--- config.mk ---
export PLATFORM = sky130hd
export DESIGN_NAME = ripple_carry_adder
export DESIGN_NICKNAME = d
export VERILOG_FILES = /design/src/rtl/ripple_carry_adder.sv
export SDC_FILE = /design/constraint.sdc
export NUM_CORES = 1
export LEC_CHECK = 0
export CAP_MARGIN = 15
export CELL_PAD_IN_SITES_DETAIL_PLACEMENT = 1
export CELL_PAD_IN_SITES_GLOBAL_PLACEMENT = 1
export CORE_AREA = 2 2 39 41
export DETAILED_ROUTE_END_ITERATION = 16
export DIE_AREA = 0 0 41 43
export DONT_BUFFER_PORTS = 1
export HOLD_SLACK_MARGIN = 0.15
export PLACE_DENSITY_LB_ADDON = 0.1
export SYNTH_ARGS = -nofsm -noshare
export SYNTH_HDL_FRONTEND = slang
export SYNTH_SLANG_ARGS = --single-unit
export TNS_END_PERCENT = 1
--- constraint.sdc ---
create_clock -name clk -period 5.5 [get_ports clk]
set_input_delay 0.275 -clock clk [delete_from_list [all_inputs] [get_ports clk]]
set_output_delay 0.275 -clock clk [all_outputs]
set_load 0.03 [all_outputs]
--- src/rtl/ripple_carry_adder.sv ---
// Ripple-carry adder: WIDTH full-adder cells chained bit 0 -> MSB,
// result/carry/overflow registered with a one-cycle valid strobe.
//
// Ports:
//   clk       rising-edge clock
//   rst_n     synchronous active-low reset
//   in_valid  operandA/operandB/carryIn valid, capture result
//   operandA  addend A
//   operandB  addend B
//   carryIn   carry into bit 0
//   out_valid new result present this cycle
//   sum       registered (A + B + carryIn) mod 2^WIDTH
//   carryOut  registered carry out of the MSB
//   overflow  registered signed overflow (carry into MSB ^ carry out)

module fullAdderCell (
  input  logic a,
  input  logic b,
  input  logic cIn,
  output logic s,
  output logic cOut
);

  logic halfSum;

  assign halfSum = a ^ b;
  assign s       = halfSum ^ cIn;
  assign cOut    = (a & b) | (cIn & halfSum);

endmodule

module ripple_carry_adder #(
  parameter int WIDTH = 8
) (
  input  logic             clk,
  input  logic             rst_n,
  input  logic             in_valid,
  input  logic [WIDTH-1:0] operandA,
  input  logic [WIDTH-1:0] operandB,
  input  logic             carryIn,
  output logic             out_valid,
  output logic [WIDTH-1:0] sum,
  output logic             carryOut,
  output logic             overflow
);

  // carry[i] is the carry into bit i; carry[WIDTH] leaves the MSB
  logic [WIDTH:0]   carry;
  logic [WIDTH-1:0] sumComb;
  logic             ovfComb;

  assign carry[0] = carryIn;

  for (genvar i = 0; i < WIDTH; i++) begin : gCell
    fullAdderCell uCell (
      .a    (operandA[i]),
      .b    (operandB[i]),
      .cIn  (carry[i]),
      .s    (sumComb[i]),
      .cOut (carry[i+1])
    );
  end

  assign ovfComb = carry[WIDTH] ^ carry[WIDTH-1];

  // Reset dominates in_valid, so an operation presented at the
  // reset edge never produces a result.
  always_ff @(posedge clk) begin
    if (!rst_n) begin
      out_valid <= 1'b0;
      sum       <= '0;
      carryOut  <= 1'b0;
      overflow  <= 1'b0;
    end else begin
      out_valid <= in_valid;
      if (in_valid) begin
        sum      <= sumComb;
        carryOut <= carry[WIDTH];
        overflow <= ovfComb;
      end
    end
  end

endmodule

==> summary.txt, run 1 <==
Run status
  – Status: finished clean

Detailed routing
  – Vias post-DR: 352
  – Router iterations before antenna repair: 4
  – WL/cell: 17.15 microns
  – Drt via density: 4.958
  – DRC: 0
  – Initial DRC Count: 2
  – Post-Route WL: about 1200 microns
  – Detail Route Antenna Nets: 0

STA
  – Worst slew pin tran: 0.3400 ns
  – Slew headroom: 0.7730
  – RSZ-0062 raised after global routing: no
  – Final Cycle Share: 0.6264
  – Final hold vios: 0
  – FMAX: 0.2903 GHz
  – Final setup margin: approximately 2 ns
  – Crit path time final: 3.445 ns
  – TNS Setup: 0 ns
  – # setup viols final: 0
  – Worst Skew: 0 ns
  – Slew Limit Fails: 0

Cells and area
  – Area of the multi-input gates: approximately 330 sq um
  – Commonest non-fill, non-tap cell in the layout: dfxtp_1
  – Fin nets: 84
  – FF/Latch Area: 220.2 sq um
  – Share of cells above drive strength 1: 0.09091
  – Area delta synth->final: 10.57%
  – FILL cells: 153
  – Commonest cells after routing, fill and taps aside: 11 x dfxtp_1, 8 x fa_1, 7 x inv_1, 7 x nor2b_1, 6 x mux2i_1
  – Antenna diode count: 0

Placement
  – IO Port Bufs: 0
  – Post-DP HPWL: 930.5 microns
  – Routability cong.: between 0.6 and 0.7
  – Dpl ws: 1.746 ns

Clock network
  – CTS tree: yes
  – H-tree depth: 1
  – Worst-skew pair later-pin latency: 0.27 ns
  – CTS buffer count: 3
  – Clock transition at path regs: 0.08 ns
  – Clock buffer depth: 2
  – Setup bufs post-CTS: 0
  – Post-CTS Resized: 0
  – CTS Sinks: 11
  – Root Buffer: clkbuf_4

Worst setup path
  – WP data required: 5.72 ns
  – Setup Crit Path Kind: in -> reg
  – Critical Path Start Type: input port
  – Crit. End Element: register
  – Arr. time, crit path: 3.66 ns
  – Worst Path Max Fanout: 2

Global route
  – Grt ovf: 0
  – Initial antenna violation count: 0
  – First-pass GRT wire length: 1821 microns
  – GRT Resource Usage Total: 0.1583
  – Largest net degree at the start of global routing: 15
  – Vias in the first global route: 413

Yosys
  – Post-Syn Area: 591.8 sq um
  – Flops & latches, synth: 11
  – Post-synthesis area per instance: around 12 sq um
  – Post-synth cell types: 12
  – Synth warn: 0
  – Seq/Total Area, Yosys: 0.3721
  – Cell count after synthesis: 50
  – Mapped Nets: 78

Die
  – Starting Density: 0.4277
  – Chip width: 41 microns
  – Core area: about 1400 sq um
  – Row cnt: 14
  – Height of the chip: 43 microns
  – Die area: 1763 sq um
  – I/O Pins: 31

Power
  – Worst IR Drop VDD: 0.0001316 V
  – Leakage power: 0.3112 nW
  – Pwr per Cell Area: 298.3 nW/um^2

Min path
  – Hold Crit Class: in -> reg

Job
  – # Max-Cap Violations: 0
==> layout make-up <==
cell class | instances | area share
clock inverter | 1 | 0.007648
inverter | 7 | 0.04015
tap | 16 | 0.03059
sequential | 11 | 0.3365
clock buffer | 3 | 0.03442
timing repair buffer | 3 | 0.04589
multi-input combinational | 30 | 0.5048
==> worst max-delay path: stages <==
cell and delay (ns):
fa_1 0.43, fa_1 0.39, fa_1 0.39, fa_1 0.39, fa_1 0.37, inv_1 0.08, fa_1 0.16, inv_1 0.05
fa_1 0.40, inv_1 0.09, fa_1 0.40, nand2_1 0.08, o211a_1 0.14
==> what timing repair did <==
| item | 4_1_cts | 5_1_grt |
|---|---|---|
| endpoints found under the hold margin | 6 | 4 |
| setup endpoints to repair | 0 | 0 |
| hold buffers | 1 | 2 |
==> cells in the mapped netlist (all sizes together) <==
library cell | number | share of area
a22o | 1 | 0.015
and2 | 1 | 0.013
xnor2 | 1 | 0.015
mux2i | 6 | 0.10
buf | 1 | 0.019
nand2 | 3 | 0.019
o211a | 3 | 0.051
inv | 7 | 0.044
clkbuf | 1 | 0.0063
fa | 8 | 0.27
nor2b | 7 | 0.074
dfxtp | 11 | 0.37
==> logic make-up (layout without fill, tap and decap cells) <==
family,count (synthesis),in the layout,synth area share
simple gates,11,11,0.1057
compound gates,4,4,0.06554
buf+inv,9,14,0.06977
flops,11,11,0.3721
mux,6,6,0.1015
xor+xnor,1,1,0.01480
fa+ha+maj,8,8,0.2706
==> worst paths after layout <==
path         cells after the start                     to             startpoint  slack (ns)
max reg2reg                      2  overflow$_SDFFE_PN0P_  overflow$_SDFFE_PN0P_        4.59
min reg2reg                      2    sum[2]$_SDFFE_PN0P_    sum[2]$_SDFFE_PN0P_        0.68
min                              1    sum[4]$_SDFFE_PN0P_                  rst_n        0.16
max                             13    sum[7]$_SDFFE_PN0P_            operandA[0]        2.06
==> power by group <==
part / total, W / internal (W) / switching (W)
clock: 0.0000557 / 0.0000269 / 0.0000288
sequential: 0.000108 / 0.0000876 / 0.0000206
combinational: 0.0000313 / 0.0000176 / 0.0000137
total: 0.000195 / 0.000132 / 0.0000632
==> state kept, by name (all words and copies together), names as in the netlist <==
signal,flops
sum,8
carryOut,1
out_valid,1
overflow,1
==> routing by layer <==
metal / global-route usage / up-vias / share of wire / wire [microns]
li1: - / 164 / - / -
met3: 0.04188 / 0 / 0.071 / 87
met4: 0.06000 / 0 / 0 / 0
met1: 0.1837 / 172 / 0.38 / 464
met2: 0.2625 / 16 / 0.55 / 666
met5: 0 / - / 0 / 0
==> through the flow <==
step	power, W	utilization	cell area, sq um	hold slack (ns)	std cells
3_3_place_gp	0.0001363	0.4313	596.8	0.4059	64
3_5_place_dp	0.0001403	0.4313	596.8	0.4114	64
2_1_floorplan	0.0001348	-	591.8	0.4265	50
6_report	0.0001952	0.4729	654.4	0.1598	71
5_1_grt	0.0002093	0.4729	654.4	0.1544	71
4_1_cts	0.0001983	0.4584	634.4	0.1514	69
No activity file was read; power rests on OpenSTA's default activity.
==> run 2: changes to the inputs <==
--- a/config.mk
+++ b/config.mk
@@ -5,12 +5,13 @@
 export SDC_FILE = /design/constraint.sdc
 export NUM_CORES = 1
 export LEC_CHECK = 0
+export ABC_AREA = 1
 export CAP_MARGIN = 15
 export CELL_PAD_IN_SITES_DETAIL_PLACEMENT = 1
 export CELL_PAD_IN_SITES_GLOBAL_PLACEMENT = 1
-export CORE_AREA = 2 2 39 41
+export CORE_AREA = 2 2 44 46
 export DETAILED_ROUTE_END_ITERATION = 16
-export DIE_AREA = 0 0 41 43
+export DIE_AREA = 0 0 46 48
 export DONT_BUFFER_PORTS = 1
 export HOLD_SLACK_MARGIN = 0.15
 export PLACE_DENSITY_LB_ADDON = 0.1
==> constraint.sdc (replaced) <==
create_clock -name clk -period 3.1 [get_ports clk]
set_input_delay 0.155 -clock clk [delete_from_list [all_inputs] [get_ports clk]]
set_output_delay 0.155 -clock clk [all_outputs]
set_load 0.03 [all_outputs]
==> summary.txt, run 2 <==
Min path
  – Number of cells on the worst hold path: 3 (+2)
  – Hold Crit Start: in_valid
  – Hold path endpoint: sum[3]$_SDFFE_PN0P_
  – Hold Crit Class: in -> reg

Worst setup path
  – Critical Path Start Type: input port
  – Register-to-Register Path Depth: 2 (unchanged)
  – Setup Crit Path Kind: in -> reg
  – Worst r2r src: sum[1]$_SDFFE_PN0P_
  – Worst Setup SP: operandA[0]
  – Reg2reg setup slack: 2.28 ns (-2.31 ns)
  – FF-to-FF End: sum[1]$_SDFFE_PN0P_
  – Arr. time, crit path: 3.24 ns (-0.42 ns)
  – WP data required: 3.31 ns (-2.41 ns)
  – Crit. End Element: register
  – Worst Path Max Fanout: 2 (unchanged)

Placement
  – Placed Instance Area: 600.6 sq um (+0.63%)
  – IO Port Bufs: 0 (unchanged)
  – Routability cong.: 0.6262 (-1.6%)
  – Post-DP HPWL: 957 microns (+2.8%)

Cells and area
  – Reg with most FFs: sum
  – Fin nets: 102 (+21%)
  – Area delta synth->final: 13.89%
  – Antenna diode count: 0 (unchanged)
  – Commonest non-fill, non-tap cell in the layout: nor2_1
  – Post-Layout Inst Area: 666.9 sq um (+1.9%)
  – Share of cells above drive strength 1: 0.1781 (+0.08717)
  – Commonest cells after routing, fill and taps aside: 20 x nor2_1, 11 x dfxtp_1, 8 x inv_1, 8 x nand2_1, 6 x fa_2
  – Largest register FFs: 8 (unchanged)

STA
  – Final Cycle Share: 0.9778
  – # setup viols final: 0 (unchanged)
  – Worst slew pin tran: 0.5635 ns (+0.2235 ns)
  – Crit path time final: 3.031 ns
  – Slew Limit Fails: 0 (unchanged)
  – Worst Skew: 0 ns (unchanged)
  – Final hold vios: 0 (unchanged)
  – FMAX: 0.3299 GHz
  – Fin Hold WS: 0.1569 ns (-0.002909 ns)
  – RSZ-0062 raised after global routing: yes
  – Slew headroom: 0.6231 (-0.1500)

Global route
  – Vias in the first global route: 429 (+3.9%)
  – Initial antenna violation count: 0 (unchanged)
  – GRT Resource Usage Total: 0.1344 (-0.02389)
  – Largest net degree at the start of global routing: 16 (+1)
  – Grt ovf: 0 (unchanged)
  – First-pass GRT wire length: 1918 microns (+5.3%)

Power
  – Pwr Total: 0.0003467 W (+78%)
  – Clock power frac: 0.282 (-0.003)
  – Sw Share: 0.3284 (+0.004832)
  – Leakage power: 0.3053 nW (-1.9%)
  – Worst IR Drop VDD: 0.0002927 V (+120%)
  – Internal: 0.0002328 W (+76%)
  – Gate power share: 0.175 (+0.015)
  – Switching Power: 0.0001139 W (+80%)
  – Reg power frac: 0.543 (-0.011)
  – Pwr per Cell Area: 519.8 nW/um^2 (+74%)

Detailed routing
  – Vias post-DR: 413 (+17%)
  – Post-Route WL: 1293 microns (+6.2%)
  – DRC: 0 (unchanged)
  – WL/cell: 14.37 microns (-16%)
  – Detail Route Antenna Nets: 0 (unchanged)
  – Drt via density: 4.589 (-7.4%)
  – Router iterations before antenna repair: 4 (unchanged)
  – Initial DRC Count: 4 (+2)

Yosys
  – Post-synthesis area per instance: 8.740 sq um (-26%)
  – XOR/XNOR Fraction of Synth Area: 0 (-0.01480)
  – Post-synthesis mux area share: 0 (-0.1015)
  – Flops & latches, synth: 11 (unchanged)
  – Seq/Total Area, Yosys: 0.3761 (+0.003975)
  – Post-Syn Area: 585.6 sq um (-1.1%)
  – Ys async rst share: 0 (unchanged)
  – Post-synth EDFFs: 0 (unchanged)
  – Mapped Nets: 95 (+22%)
  – Post-synth cell types: 10 (-2)
  – Area fraction in compound gates after synthesis: 0.07479 (+0.009247)
  – Synth warn: 0 (unchanged)
  – Cell taking the most area after synthesis: dfxtp_1
  – Count leader, synth: nor2_1
  – Share of the synthesized area in the top cell type: 0.3761 (+0.003975)
  – Commonest cells in the netlist: 20 x nor2_1, 11 x dfxtp_1, 10 x inv_1
  – Synth Area in Simple Gates: 0.1795 (+0.07378)
  – Largest family of logic cells by synthesized area: adder cells
  – Adder-Cell Fraction of Synth Area: 0.2735 (+0.002891)
  – Cell count after synthesis: 67 (+34%)
  – Ranking of synthesized cells by area: dfxtp_1 38%, fa_1 27%, nor2_1 13%
  – Top FF cell, synth: dfxtp_1

Clock network
  – H-tree depth: 1 (unchanged)
  – Clock transition at path regs: 0.07 ns (about the same)
  – Root Buffer: clkbuf_4
  – Clock buffer depth: 2 (unchanged)
  – Worst-skew pair later-pin latency: 0.27 ns (about the same)
  – CTS buffer count: 3 (unchanged)
  – CTS tree: yes
  – CTS Sinks: 11 (unchanged)

Die
  – I/O Pins: 31 (unchanged)
  – Die area: 2208 sq um (+25%)
  – Chip width: 46 microns (+12%)
  – Starting Density: 0.3467 (-0.08100)
  – Height of the chip: 48 microns (+12%)
  – Core area: 1689 sq um (+22%)
  – Row cnt: 15 (+1)

Job
  – # Max-Cap Violations: 0 (unchanged)

Run status
  – Status: finished clean
run 2: power by group through the flow:
stage                      Clock, W  Combinational [W]  Sequential, W
after CTS                  0.000102          0.0000589       0.000188
after global routing       0.000109          0.0000730       0.000190
final                     0.0000979          0.0000606       0.000188
after detailed placement          0          0.0000512       0.000192
after floorplan                   0          0.0000457       0.000189
after global placement            0          0.0000481       0.000192
run 2: final cells by class:
type | count | area, sq um
fillers | 212 | 1022
multi-input cells | 44 | 324.1
flip-flops and latches | 11 | 220.2
repair buffers | 4 | 37.54
inverters | 10 | 37.54
clock buffers | 4 | 26.28
well taps | 17 | 21.27
run 2: worst max-delay path by stage:
stage,slack [ns],cells after the start,end
floorplan,-0.12,14,sum[7]$_SDFFE_PN0P_
global placement,-0.21,14,sum[7]$_SDFFE_PN0P_
detailed placement,-0.27,14,sum[7]$_SDFFE_PN0P_
CTS,0.006,14,sum[7]$_SDFFE_PN0P_
global route,-0.10,14,sum[7]$_SDFFE_PN0P_
finish,0.07,14,sum[7]$_SDFFE_PN0P_
run 2: critical path: stages:
cell	delay [ns]
fa_2	0.38
fa_2	0.36
fa_2	0.35
fa_2	0.35
fa_2	0.34
inv_2	0.06
fa_1	0.15
inv_1	0.05
fa_2	0.38
inv_2	0.07
fa_1	0.39
nand2_1	0.07
inv_1	0.04
nor2_1	0.08
run 2: per-stage QoR:
stage	setup TNS, ns	setup WS, ns	util	cells
after floorplan	-0.1153	-0.1153	-	67
after global placement	-0.3281	-0.2133	0.3556	82
after detailed placement	-0.4816	-0.2668	0.3556	82
after CTS	0	0.005724	0.3889	89
after global routing	-0.1037	-0.1037	0.3948	90
final	0	0.06888	0.3948	90
run 2: layer usage:
layer / vias up / track usage / routed length (microns)
met5: - / 0 / 0
met4: 0 / 0.03429 / 0
met3: 0 / 0.07925 / 112
met2: 17 / 0.2472 / 667
met1: 188 / 0.1273 / 513
li1: 208 / - / -
run 2: kinds of logic (layout without fill, tap and decap cells):
| kind of cell | count (synthesis) | in the layout |
|---|---|---|
| AOI/OAI and AO/OA | 8 | 8 |
| adders and majority gates | 8 | 8 |
| buffers and inverters | 12 | 18 |
| DFF | 11 | 11 |
| and+or+nand+nor | 28 | 28 |
run 2: what timing repair did:
| action | CTS | global route |
|---|---|---|
| endpoints found under the setup margin | 0 | 1 |
| buffers inserted | 0 | 1 |
| gates resized for setup | 0 | 3 |
| endpoints found under the hold margin | 11 | 0 |
| hold buffers | 3 | 0 |
